## src/rtl/xc_malu_mdr_seq.sv

```systemverilog
// xc_malu_mdr_seq: iterative signed/unsigned/carry-less multiply and restoring divide with valid/ready handshake
module xc_malu_mdr_seq #(
  parameter int XLEN     = 32,
  parameter int MUL_STEP = 2
) (
  input  logic            clock,
  input  logic            resetn,
  input  logic            flush,
  input  logic            req_valid,
  output logic            req_ready,
  input  logic [2:0]      req_op,
  input  logic [XLEN-1:0] req_rs1,
  input  logic [XLEN-1:0] req_rs2,
  output logic            rsp_valid,
  input  logic            rsp_ready,
  output logic [XLEN-1:0] rsp_hi,
  output logic [XLEN-1:0] rsp_lo,
  output logic            busy
);
  localparam int CW = $clog2(XLEN + 1);
  localparam logic [CW-1:0] N_MUL = CW'(XLEN / MUL_STEP);
  localparam logic [CW-1:0] N_DIV = CW'(XLEN);
  typedef enum logic [1:0] {IDLE, RUN, FIX, DONE} state_t;
  state_t state, state_d;
  logic [CW-1:0] cnt;
  logic [2:0] op;
  logic [XLEN-1:0] acc_hi, acc_lo, opnd, mag1, mag2, step_hi, step_lo;
  logic neg_hi, neg_lo, accept, req_div, div_zero, sgn1, sgn2, is_div, is_cl;
  logic [XLEN+MUL_STEP-1:0] ext, pp, msum;
  logic [XLEN:0] dsub;
  logic [2*XLEN-1:0] full, fix;
  assign req_ready = state == IDLE;
  assign busy      = state != IDLE;
  assign rsp_valid = state == DONE;
  assign accept    = req_valid && req_ready && !flush;
  assign req_div   = req_op == 3'd4 || req_op == 3'd5;
  assign div_zero  = req_div && req_rs2 == '0;
  assign sgn1      = req_rs1[XLEN-1] && (req_op == 3'd0 || req_op == 3'd1 || req_op == 3'd4);
  assign sgn2      = req_rs2[XLEN-1] && (req_op == 3'd0 || req_op == 3'd4);
  assign mag1      = sgn1 ? -req_rs1 : req_rs1;
  assign mag2      = sgn2 ? -req_rs2 : req_rs2;
  assign is_div    = op == 3'd4 || op == 3'd5;
  assign is_cl     = op == 3'd3;
  assign ext       = {{MUL_STEP{1'b0}}, opnd};
  assign full      = {acc_hi, acc_lo};
  assign fix       = is_div ? {neg_hi ? -acc_hi : acc_hi, neg_lo ? -acc_lo : acc_lo}
                            : (neg_lo ? -full : full);
  // acc_hi holds the running high product / partial remainder; acc_lo shifts multiplier out or quotient in
  always_comb begin
    pp = '0;
    for (int i = 0; i < MUL_STEP; i++)
      if (acc_lo[i]) pp = is_cl ? pp ^ (ext << i) : pp + (ext << i);
    msum = is_cl ? ({{MUL_STEP{1'b0}}, acc_hi} ^ pp) : ({{MUL_STEP{1'b0}}, acc_hi} + pp);
    dsub = {acc_hi, acc_lo[XLEN-1]} - {1'b0, opnd};
    step_hi = is_div ? (dsub[XLEN] ? {acc_hi[XLEN-2:0], acc_lo[XLEN-1]} : dsub[XLEN-1:0])
                     : msum[XLEN+MUL_STEP-1:MUL_STEP];
    step_lo = is_div ? {acc_lo[XLEN-2:0], ~dsub[XLEN]}
                     : {msum[MUL_STEP-1:0], acc_lo[XLEN-1:MUL_STEP]};
  end
  always_comb begin
    state_d = state;
    case (state)
      IDLE:    if (accept) state_d = div_zero ? DONE : RUN;
      RUN:     if (cnt == CW'(1)) state_d = FIX;
      FIX:     state_d = DONE;
      DONE:    if (rsp_ready) state_d = IDLE;
      default: state_d = IDLE;
    endcase
    if (flush) state_d = IDLE;
  end
  always_ff @(posedge clock or negedge resetn)
    if (!resetn) state <= IDLE;
    else state <= state_d;
  always_ff @(posedge clock or negedge resetn)
    if (!resetn) begin
      op     <= '0;
      cnt    <= '0;
      acc_hi <= '0;
      acc_lo <= '0;
      opnd   <= '0;
      neg_hi <= 1'b0;
      neg_lo <= 1'b0;
      rsp_hi <= '0;
      rsp_lo <= '0;
    end else if (accept) begin
      op     <= req_op;
      cnt    <= req_div ? N_DIV : N_MUL;
      acc_hi <= '0;
      acc_lo <= req_div ? mag1 : mag2;
      opnd   <= req_div ? mag2 : mag1;
      neg_lo <= sgn1 ^ sgn2;
      neg_hi <= req_div ? sgn1 : sgn1 ^ sgn2;
      if (div_zero) begin
        rsp_hi <= req_rs1;
        rsp_lo <= '1;
      end
    end else if (state == RUN) begin
      acc_hi <= step_hi;
      acc_lo <= step_lo;
      cnt    <= cnt - CW'(1);
    end else if (state == FIX) begin
      {rsp_hi, rsp_lo} <= fix;
    end
endmodule
```

## config.mk

```make
export PLATFORM = sky130hd
export DESIGN_NAME = xc_malu_mdr_seq
export DESIGN_NICKNAME = d
export VERILOG_FILES = /design/src/rtl/xc_malu_mdr_seq.sv
export SDC_FILE = /design/constraint.sdc
export NUM_CORES = 1
export LEC_CHECK = 0
export ABC_AREA = 0
export ABC_CLOCK_PERIOD_IN_PS = 6350
export BUFFER_PORTS_ARGS = -buffer_cell sky130_fd_sc_hd__buf_4
export CAP_MARGIN = 20
export CORE_UTILIZATION = 42
export DETAILED_ROUTE_END_ITERATION = 6
export GPL_TIMING_DRIVEN = 0
export PLACE_DENSITY = 0.57
export SYNTH_ARGS = -nofsm -noshare
export SYNTH_HDL_FRONTEND = slang
export SYNTH_SLANG_ARGS = --single-unit
```

## constraint.sdc

```tcl
create_clock -name clock -period 6.35 [get_ports clock]
set_input_delay 0.9525 -clock clock [delete_from_list [all_inputs] [get_ports clock]]
set_output_delay 0.9525 -clock clock [all_outputs]
set_load 0.02 [all_outputs]
```

# Yosys cells after proc, flatten, opt, wreduce, memory -nomap -nowiden
# Cells that the tools add are included.
[totals] ff_bits=173 latch_bits=0 mem_bits_rw=0 romBits=0 inputBits=72 output_inout_bits=67 memories=0
[classes] n_addsub=9 n_mul=0 div_mod_pow=0 order_cmp=0 n_eq_ne=15 shifts=0 n_mux=37 n_bitwise=4 n_reduce_logical=19
[ops] operator="$mux 32" count=22
[ops] operator="$mux 64" count=2
[ops] operator="$neg 32->32" count=4
[ops] operator="$mux 34" count=3
[ops] operator="$neg 64->64" count=1
[ops] operator="$add 32x33->34" count=1
[ops] operator="$add 32x34->34" count=1
[ops] operator="$xor 32x34->34" count=1
[ops] operator="$sub 33x32->33" count=1
[ops] operator="$xor 32x33->33" count=1
[ops] operator="$logic_not 32->1" count=1
[ops] operator="$mux 6" count=3
[ops] operator="$eq 3x3->1 const B" count=4
[ops] operator="$mux 2" count=5
[ops] operator="$pmux 2 s4" count=1
[ops] operator="$eq 6x1->1 const B" count=1
[ops] operator="$ne 3x2->1 const B" count=2
[ops] operator="$reduce_and 3->1" count=2
[ops] operator="$reduce_bool 2->1" count=3
[ops] operator="$sub 6x1->6 const B" count=1
[ops] operator="$logic_and 1x1->1" count=5
[ops] operator="$logic_or 1x1->1" count=5
[ops] operator="$eq 2x2->1 const B" count=2
[ops] operator="$eq 3x1->1 const B" count=1
[ops] operator="other kinds (11)" count=11

# Logic depth before layout (Yosys ltp)
# Gate-level depths: netlist of run 1.
[logic_depth] word_depth=9 depth_mapped=30 ltp_nobuf=27

# Least setup slack after synthesis of run 1
# Ideal clock, no wire load.
[synth_timing] path_kind="flip-flop to flip-flop" start="reg acc_lo[0]" end="reg acc_hi[29]" t_arrival_ps=5591 required_time_ps=6228 slack_ps=637 path_stages_with_launch=29 synth_period_minus_slack_ps=5713 path_cell_list="dfrtp_1 > clkbuf_1 > buf_1 > inv_1 > clkbuf_1 > nor2_1 > ha_1 > clkbuf_1 > nand2_1 > a21oi_1 > and4_1 > a211o_1 > a31o_2 > a21o_1 > a21o_1 > a221oi_1 > o22ai_1 > xor2_1 > mux2_2 > ha_1 > o21ai_0 > a22oi_1 > o21ai_0 > o21ai_0 > nor3_1 > nor3_1 > xnor2_1 > a21oi_1 > a32o_1"
[synth_via] elab_chain_len=9 word_cells_on_any_way=11 cone_classes="2 x add/sub; 7 x mux; 2 x bitwise"
[synth_rtl] element="start: declaration" line_no="27" text="logic [XLEN-1:0] acc_hi, acc_lo, opnd, mag1, mag2, step_hi, step_lo;"
[synth_rtl] element="start signal: assignment" line_no="89" text="acc_lo <= req_div ? mag1 : mag2;"
[synth_rtl] element="start signal: assignment" line_no="99" text="acc_lo <= step_lo;"
[synth_rtl] element="$mux 32 *" line_no="52" text="if (acc_lo[i]) pp = is_cl ? pp ^ (ext << i) : pp + (ext << i);"
[synth_rtl] element="$add 32x33->34 or $xor 32x33->33 (tied branches)" line_no="52"
[synth_rtl] element="$mux 34" line_no="52"
[synth_rtl] element="$mux 34 *" line_no="52"
[synth_rtl] element="$add 32x34->34 or $xor 32x34->34 (tied branches)" line_no="53" text="msum = is_cl ? ({{MUL_STEP{1'b0}}, acc_hi} ^ pp) : ({{MUL_STEP{1'b0}}, acc_hi} + pp);"
[synth_rtl] element="$mux 34 *" line_no="53"
[synth_rtl] element="$mux 32 *" line_no="55" text="step_hi = is_div ? (dsub[XLEN] ? {acc_hi[XLEN-2:0], acc_lo[XLEN-1]} : dsub[XLEN-1:0])"
[synth_rtl] element="$mux 32 *" line_no="97" text="end else if (state == RUN) begin"
[synth_rtl] element="$mux 32 *" line_no="85" text="end else if (accept) begin"
[synth_rtl] element="end signal: assignment" line_no="98" text="acc_hi <= step_hi;"
[synth_rtl] element="end: declaration" line_no="27"
# Every way passes the cells marked *; elsewhere a longest branch is shown, timed or not. The select of a mux whose other input is x is not followed.
# A chain may end at the register's enable or synchronous reset.

# Final worst setup path of run 1
# Same ends and word-level chain as after synthesis.

==> impl_metrics.env, run 1 <==
export IMPL_synth_adder_area_share_pct=8.01
export IMPL_cts_max_path_buffers=2
export IMPL_cellLeakagePower_uw=0.00813
export IMPL_ys_seq_area_share_pct=25.9
export IMPL_cts_max_level=4
export IMPL_wl_per_cell_um=25.0
export IMPL_area_growth_pct=15.1
export IMPL_relSlewSlack_pct=29.9
export IMPL_synth_nets=2466
export IMPL_async_reset_ff_share_pct=100
export IMPL_worst_pin_slew_ps=1050
export IMPL_hpwl_um=58900
export IMPL_clock_root_buffer="clkbuf_16"
export IMPL_rsz0062_at_grt="true"
export IMPL_clkPwrFrac_pct=9.3
export IMPL_pwr_share_seq_pct=17.5
export IMPL_antenna_found_initial=2
export IMPL_synthDistinctLibCells=76
export IMPL_synth_seq_cells=173
export IMPL_cts_buffers=17
export IMPL_combPwrFrac_pct=73.2
export IMPL_synthMuxAreaShare_pct=0.562
export IMPL_p_sw_uw=7430
export IMPL_crit_type="reg2reg"
export IMPL_holdWs_ps=486
export IMPL_synth_compound_area_share_pct=27.9
export IMPL_dieHeight_um=201
export IMPL_vias_per_cell=6.19
export IMPL_nNetsFinal=2626
export IMPL_synth_warnings=0
export IMPL_initial_utilization_pct=42.9
export IMPL_drt_initial_drc_count=2017
export IMPL_start_kind="flip-flop"
export IMPL_synth_main_ff_cell="dfrtp_1"
export IMPL_io_pins=139
export IMPL_rows=72
export IMPL_grt_max_degree=98
export IMPL_synth_top_cell_area_share_pct=25.9
export IMPL_overflow=0
export IMPL_min_period_ps=6230
export IMPL_grt_pass1_wl_um=110000
export IMPL_grt_pass1_vias=17200
export IMPL_netlist_instances=2289
export IMPL_drc_errors=0
export IMPL_path_max_fanout=10
export IMPL_ys_top_cells_by_area="dfrtp_1 26%, nand2_1 7.7%, o21ai_0 7.7%"
export IMPL_yosys_area_top_type="dfrtp_1"
export IMPL_clock_skew_ps=16.8
export IMPL_drt_pass1_iter_count=7
export IMPL_syn_cell_area_um2=16700
export IMPL_fp_dieW_um=201
export IMPL_worstHoldPathType="reg2reg"
export IMPL_pwr_density_cell_nw_per_um2=689
export IMPL_ant_nets=0
export IMPL_hold_buffers=0
export IMPL_finalCritPeriodShare_pct=98.0
export IMPL_synthTopCellsByCount="343 x nand2_1, 257 x o21ai_0, 231 x a21oi_1"
export IMPL_end_kind="flip-flop"
export IMPL_setup_viol=0
export IMPL_gp_congestion=1.05
export IMPL_antennaDiodeCount=0
export IMPL_vdd_ir_drop_max_mv=0.263
export IMPL_drive_above_1_share_pct=9.22
export IMPL_wirelength_um=74600
export IMPL_clk_latency_ps=480
export IMPL_place_port_buffers=137
export IMPL_swShare_pct=56.1
export IMPL_outcome="finished, final reports clean"
export IMPL_vias=18400
export IMPL_cap_violations=0
export IMPL_synth_edf_count=0
export IMPL_synth_top_family_by_area="compound AO/OA/AOI/OAI gates"
export IMPL_cts_sinks=173
export IMPL_yosysMostFrequentCell="nand2_1"
export IMPL_synthXorXnorAreaFrac_pct=10.9
export IMPL_syn_avg_cell_area_um2=7.29
export IMPL_required_ps=6710
export IMPL_tns_ps=0
export IMPL_core_um2=38900
export IMPL_clkTransAtPathRegs_ps=80
export IMPL_p_int_uw=5810
export IMPL_finalHoldViolations=0
export IMPL_die_area_um2=40500
export IMPL_grtUsageTotal_pct=36.4
export IMPL_synthSimpleGateAreaFrac_pct=21.9
export IMPL_cts_tree="done"
export IMPL_drv_slew=0
export IMPL_cp_arrival_ps=6590
export IMPL_clock_fmax_mhz=161
[worst paths after layout]
kind	startpoint	to	slack [ps]	depth (start not counted)
worst max register to register	acc_lo[0]	acc_hi[29]	120	26
worst max-delay path	acc_lo[0]	acc_hi[29]	120	26
max in group asynchronous	resetn	opnd[27]	4890	2
worst min-delay path	rsp_hi[3]	rsp_hi[3]	490	2
worst min register to register	rsp_hi[3]	rsp_hi[3]	490	2
min in group asynchronous	resetn	state[0]	530	1
[per-stage QoR]
| step | util, % | setup slack [ps] | instances | instance area (um^2) | total power (uW) |
|---|---|---|---|---|---|
| final | 49.4 | 125 | 2980 | 19200 | 13200 |
| after global routing | 49.4 | -41.1 | 2980 | 19200 | 14200 |
| after CTS | 49.1 | 39.4 | 2978 | 19100 | 12900 |
| after detailed placement | 47.3 | -1240 | 2946 | 18400 | 11600 |
| after global placement | 47.2 | -1250 | 2944 | 18400 | 11500 |
| after floorplan | - | 637 | 2289 | 16700 | 8600 |
[flip-flops by register name, summed over array words and instances (netlist names)]
signal / flops
acc_hi: 32
cnt: 6
rsp_lo: 32
opnd: 32
op: 3
state: 2
rsp_hi: 32
neg_lo: 1
neg_hi: 1
acc_lo: 32
[power groups by stage]
stage               clock network (uW)  logic (uW)  registers (uW)
finish                            1230        9690            2320
floorplan                            0        6340            2260
detailed placement                   0        9260            2300
global placement                     0        9200            2290
global route                      1270       10600            2370
CTS                               1230        9370            2280
[cells by family after synthesis]
family | after synthesis
and+or+nand+nor | 814
AOI/OAI and AO/OA | 771
buffers and inverters | 209
xor gates and xnor gates | 208
DFF | 173
adders and majority gates | 105
muxes | 9
[final cells by class]
type	instances	area (um^2)
Sequential cell	173	4330
Fill cell	3957	19700
Timing Repair Buffer	144	1110
Tap cell	518	648
Clock inverter	13	193
Multi-Input combinational cell	1907	11700
Buffer	135	539
Clock buffer	19	453
Inverter	71	267
[layer usage]
metal | vias to the layer above | share of wire [%] | global-route usage [%]
li1 | 8474 | - | -
met1 | 8884 | 42 | 49.3
met2 | 942 | 45 | 56.2
met3 | 149 | 8.4 | 6.30
met4 | 0 | 4.8 | 16.9
met5 | - | 0 | 0
[critical path, cell delays in order, from the launching register on]
cell and delay (ps):
dfrtp_2 420, buf_4 180, inv_1 170, clkbuf_8 250, nor2_1 90, ha_1 380
o2111a_1 180, nor4_2 200, a21oi_2 150, a211o_1 400, a31o_2 340, a21o_1 190
a21o_1 220, a221oi_4 360, o22ai_1 160, xor2_1 170, mux2_2 280, ha_2 410
o21ai_0 100, a22oi_1 230, o21ai_2 110, o21ai_1 220, nor3_1 70, nor3_1 210
xnor2_1 170, a21oi_1 90, a32o_1 300
[cell usage in the layout (no fill, tap or decap), types with 40 or more instances in the layout]
master | netlist | routed
nand2_1 | 343 | 343
dfrtp_1 | 173 | 172
nand3_1 | 69 | 69
xor2_1 | 103 | 103
clkbuf_1 | 115 | 109
a21oi_1 | 231 | 229
xnor2_1 | 105 | 105
ha_1 | 102 | 100
buf_4 | 0 | 143
nor2_1 | 209 | 209
inv_1 | 69 | 69
nor3_1 | 41 | 40
o211ai_1 | 84 | 84
o21ai_0 | 257 | 255
[what timing repair did]
action	4_1_cts	5_1_grt
hold endpoints to repair	0	0
cloned	0	0
gates resized for setup	14	17
setup buffers	1	4
setup endpoints to repair	14	7
pin swaps	0	4
Power figures use the tool's default switching activity.
==> inputs of run 2 (changes only) <==
--- a/config.mk
+++ b/config.mk
@@ -6,13 +6,12 @@
 export NUM_CORES = 1
 export LEC_CHECK = 0
 export ABC_AREA = 0
-export ABC_CLOCK_PERIOD_IN_PS = 6350
 export BUFFER_PORTS_ARGS = -buffer_cell sky130_fd_sc_hd__buf_4
 export CAP_MARGIN = 20
-export CORE_UTILIZATION = 42
+export CORE_UTILIZATION = 35
 export DETAILED_ROUTE_END_ITERATION = 6
 export GPL_TIMING_DRIVEN = 0
-export PLACE_DENSITY = 0.57
+export PLACE_DENSITY = 0.49
 export SYNTH_ARGS = -nofsm -noshare
 export SYNTH_HDL_FRONTEND = slang
 export SYNTH_SLANG_ARGS = --single-unit
==> run 2 against run 1 <==
Net effect: the run now ends with DRC left; power grew 1.1%; flip-flop and latch count unchanged; highest routed layer is now met5; critical path type unchanged; non-clock buffer count rose by 9; clock-buffer cell count grew 2; routed wire length increased by 6.0%; largest power group unchanged; core utilization shrank 7.9 points.
==> impl_metrics.env, run 2 (synthesis gave the netlist of run 1 again) <==
export IMPL_outcome="finished, violations left"
export IMPL_violations="DRC"
export IMPL_dp_slack_ps=-1750
export IMPL_cts_tree="done"
export IMPL_clock_fmax_mhz=163
export IMPL_required_ps=6730
export IMPL_grt_pass1_vias=17700
export IMPL_start_kind="flip-flop"
export IMPL_vdd_ir_drop_max_mv=0.298
export IMPL_min_period_ps=6130
export IMPL_finalHoldViolations=0
export IMPL_drt_initial_drc_count=1647
export IMPL_highest_layer="met5"
export IMPL_pwr_share_seq_pct=17.1
export IMPL_cellLeakagePower_uw=0.00813
export IMPL_swShare_pct=56.4
export IMPL_cap_violations=0
export IMPL_ant_nets=0
export IMPL_drt_met1_wl_um=33400
export IMPL_worst_slack_ps=216
export IMPL_relSlewSlack_pct=23.1
export IMPL_dieHeight_um=220
export IMPL_p_sw_uw=7550
export IMPL_grt_pass1_wl_um=116000
export IMPL_hpwl_um=63100
export IMPL_combPwrFrac_pct=74.4
export IMPL_place_port_buffers=137
export IMPL_worst_pin_slew_ps=1150
export IMPL_slowest_stage="clkbuf_1"
export IMPL_fin_cells=3081
export IMPL_cts_max_level=4
export IMPL_initial_utilization_pct=35.7
export IMPL_drc_errors=30
export IMPL_rows=79
export IMPL_met2_length_um=37700
export IMPL_cts_buffers=17
export IMPL_cp_arrival_ps=6520
export IMPL_cpMostUsedCell="clkbuf_1"
export IMPL_io_pins=139
export IMPL_tns_ps=0
export IMPL_drive_above_1_share_pct=9.63
export IMPL_placed_cell_area_um2=18500
export IMPL_clock_root_buffer="clkbuf_16"
export IMPL_worst_r2r_path_depth=21
export IMPL_die_area_um2=48600
export IMPL_r2r_end="acc_hi[29]"
export IMPL_met3_wirelength_um=4470
export IMPL_vias_per_cell=5.90
export IMPL_clkPwrFrac_pct=8.5
export IMPL_clk_latency_ps=500
export IMPL_pwr_density_cell_nw_per_um2=691
export IMPL_grt_max_degree=100
export IMPL_drt_pass1_iter_count=7
export IMPL_worstHoldPathType="in2async"
export IMPL_overflow=0
export IMPL_worst_path_largest_cell_delay_ps=740
export IMPL_fp_dieW_um=220
export IMPL_core_um2=46800
export IMPL_path_max_fanout=10
export IMPL_stdcell_area_um2=19400
export IMPL_clkTransAtPathRegs_ps=80
export IMPL_crit_type="reg2reg"
export IMPL_wl_per_cell_um=25.7
export IMPL_wirelength_um=79100
export IMPL_drv_slew=0
export IMPL_nNetsFinal=2635
export IMPL_clock_skew_ps=11.4
export IMPL_final_cell_mix="343 x nand2_1, 254 x o21ai_0, 227 x a21oi_1"
export IMPL_p_int_uw=5830
export IMPL_setup_viol=0
export IMPL_antenna_found_initial=4
export IMPL_grtUsageTotal_pct=32.7
export IMPL_placedCellCount=3035
export IMPL_r2r_start="op[2]"
export IMPL_cts_sinks=173
export IMPL_cp_cell_sequence="and3b_1, clkbuf_1, clkbuf_1, clkbuf_1, a21oi_1, xnor2_1, nand2_1, xor2_1, ha_1, nand3_1, nor4_1, nor4b_1, buf_2, o41ai_4, o21ai_2, o21ai_2, nor3_1, nor3_1, xnor2_1, a21oi_1, a32o_1"
export IMPL_r2r_slack_ps=220
export IMPL_area_growth_pct=16.2
export IMPL_cts_max_path_buffers=2
export IMPL_layout_commonest_cell="nand2_1"
export IMPL_finalCritPeriodShare_pct=96.6
export IMPL_gp_congestion=0.974
export IMPL_vias=18200
export IMPL_end_kind="flip-flop"
[run 2: cell type report]
class	instances	area, um^2
clock inverters	11	131
inverters	71	270
well taps	607	759
diodes	3	7.51
flip-flops and latches	173	4330
clock buffers	21	460
plain buffers	137	582
multi-input cells	1907	11700
repair buffers	151	1160
fillers	4963	27400
[run 2: how the worst max path moves through the flow]
stage | startpoint | endpoint | cells after the start
after CTS | acc_lo[0] | acc_hi[29] | 28
after global routing | acc_lo[0] | acc_hi[29] | 27
after global placement | acc_lo[0] | acc_hi[29] | 27
final | op[2] | acc_hi[29] | 21
after floorplan | acc_lo[0] | acc_hi[29] | 28
after detailed placement | acc_lo[0] | acc_hi[29] | 27
[run 2: per-layer routing]
metal	GRT usage, %	vias to the layer above
li1	-	8525
met1	40.9	8820
met2	55.1	665
met3	5.42	154
met4	14.7	4
met5	0	-
[run 2: per-stage QoR]
stage	hold slack (ps)	power, uW	utilization (%)
3_3_place_gp	473	11700	39.5
4_1_cts	441	13100	41.2
5_1_grt	478	14400	41.4
3_5_place_dp	475	11800	39.6
6_report	446	13400	41.5
2_1_floorplan	460	8600	-
[run 2: critical path, delay by kind of cell, from the launching register on]
kind | cells | cell delay, ps
xor gates and xnor gates | 3 | 550
buffers and inverters | 4 | 1860
AOI/OAI and AO/OA | 6 | 1290
DFF | 1 | 430
adders and majority gates | 1 | 370
and+or+nand+nor | 7 | 1510
[run 2: repair_timing]
item / CTS / global route
resized for setup: 26 / 18
setup buffers: 2 / 10
pin swaps: 2 / 17
hold buffers: 0 / 0
setup endpoints to repair: 18 / 10
[run 2: power groups by stage]
stage,clock network (uW),registers [uW],logic [uW]
floorplan,0,2260,6340
finish,1140,2280,9960
global route,1200,2340,10900
CTS,1170,2270,9690
detailed placement,0,2290,9530
global placement,0,2280,9460
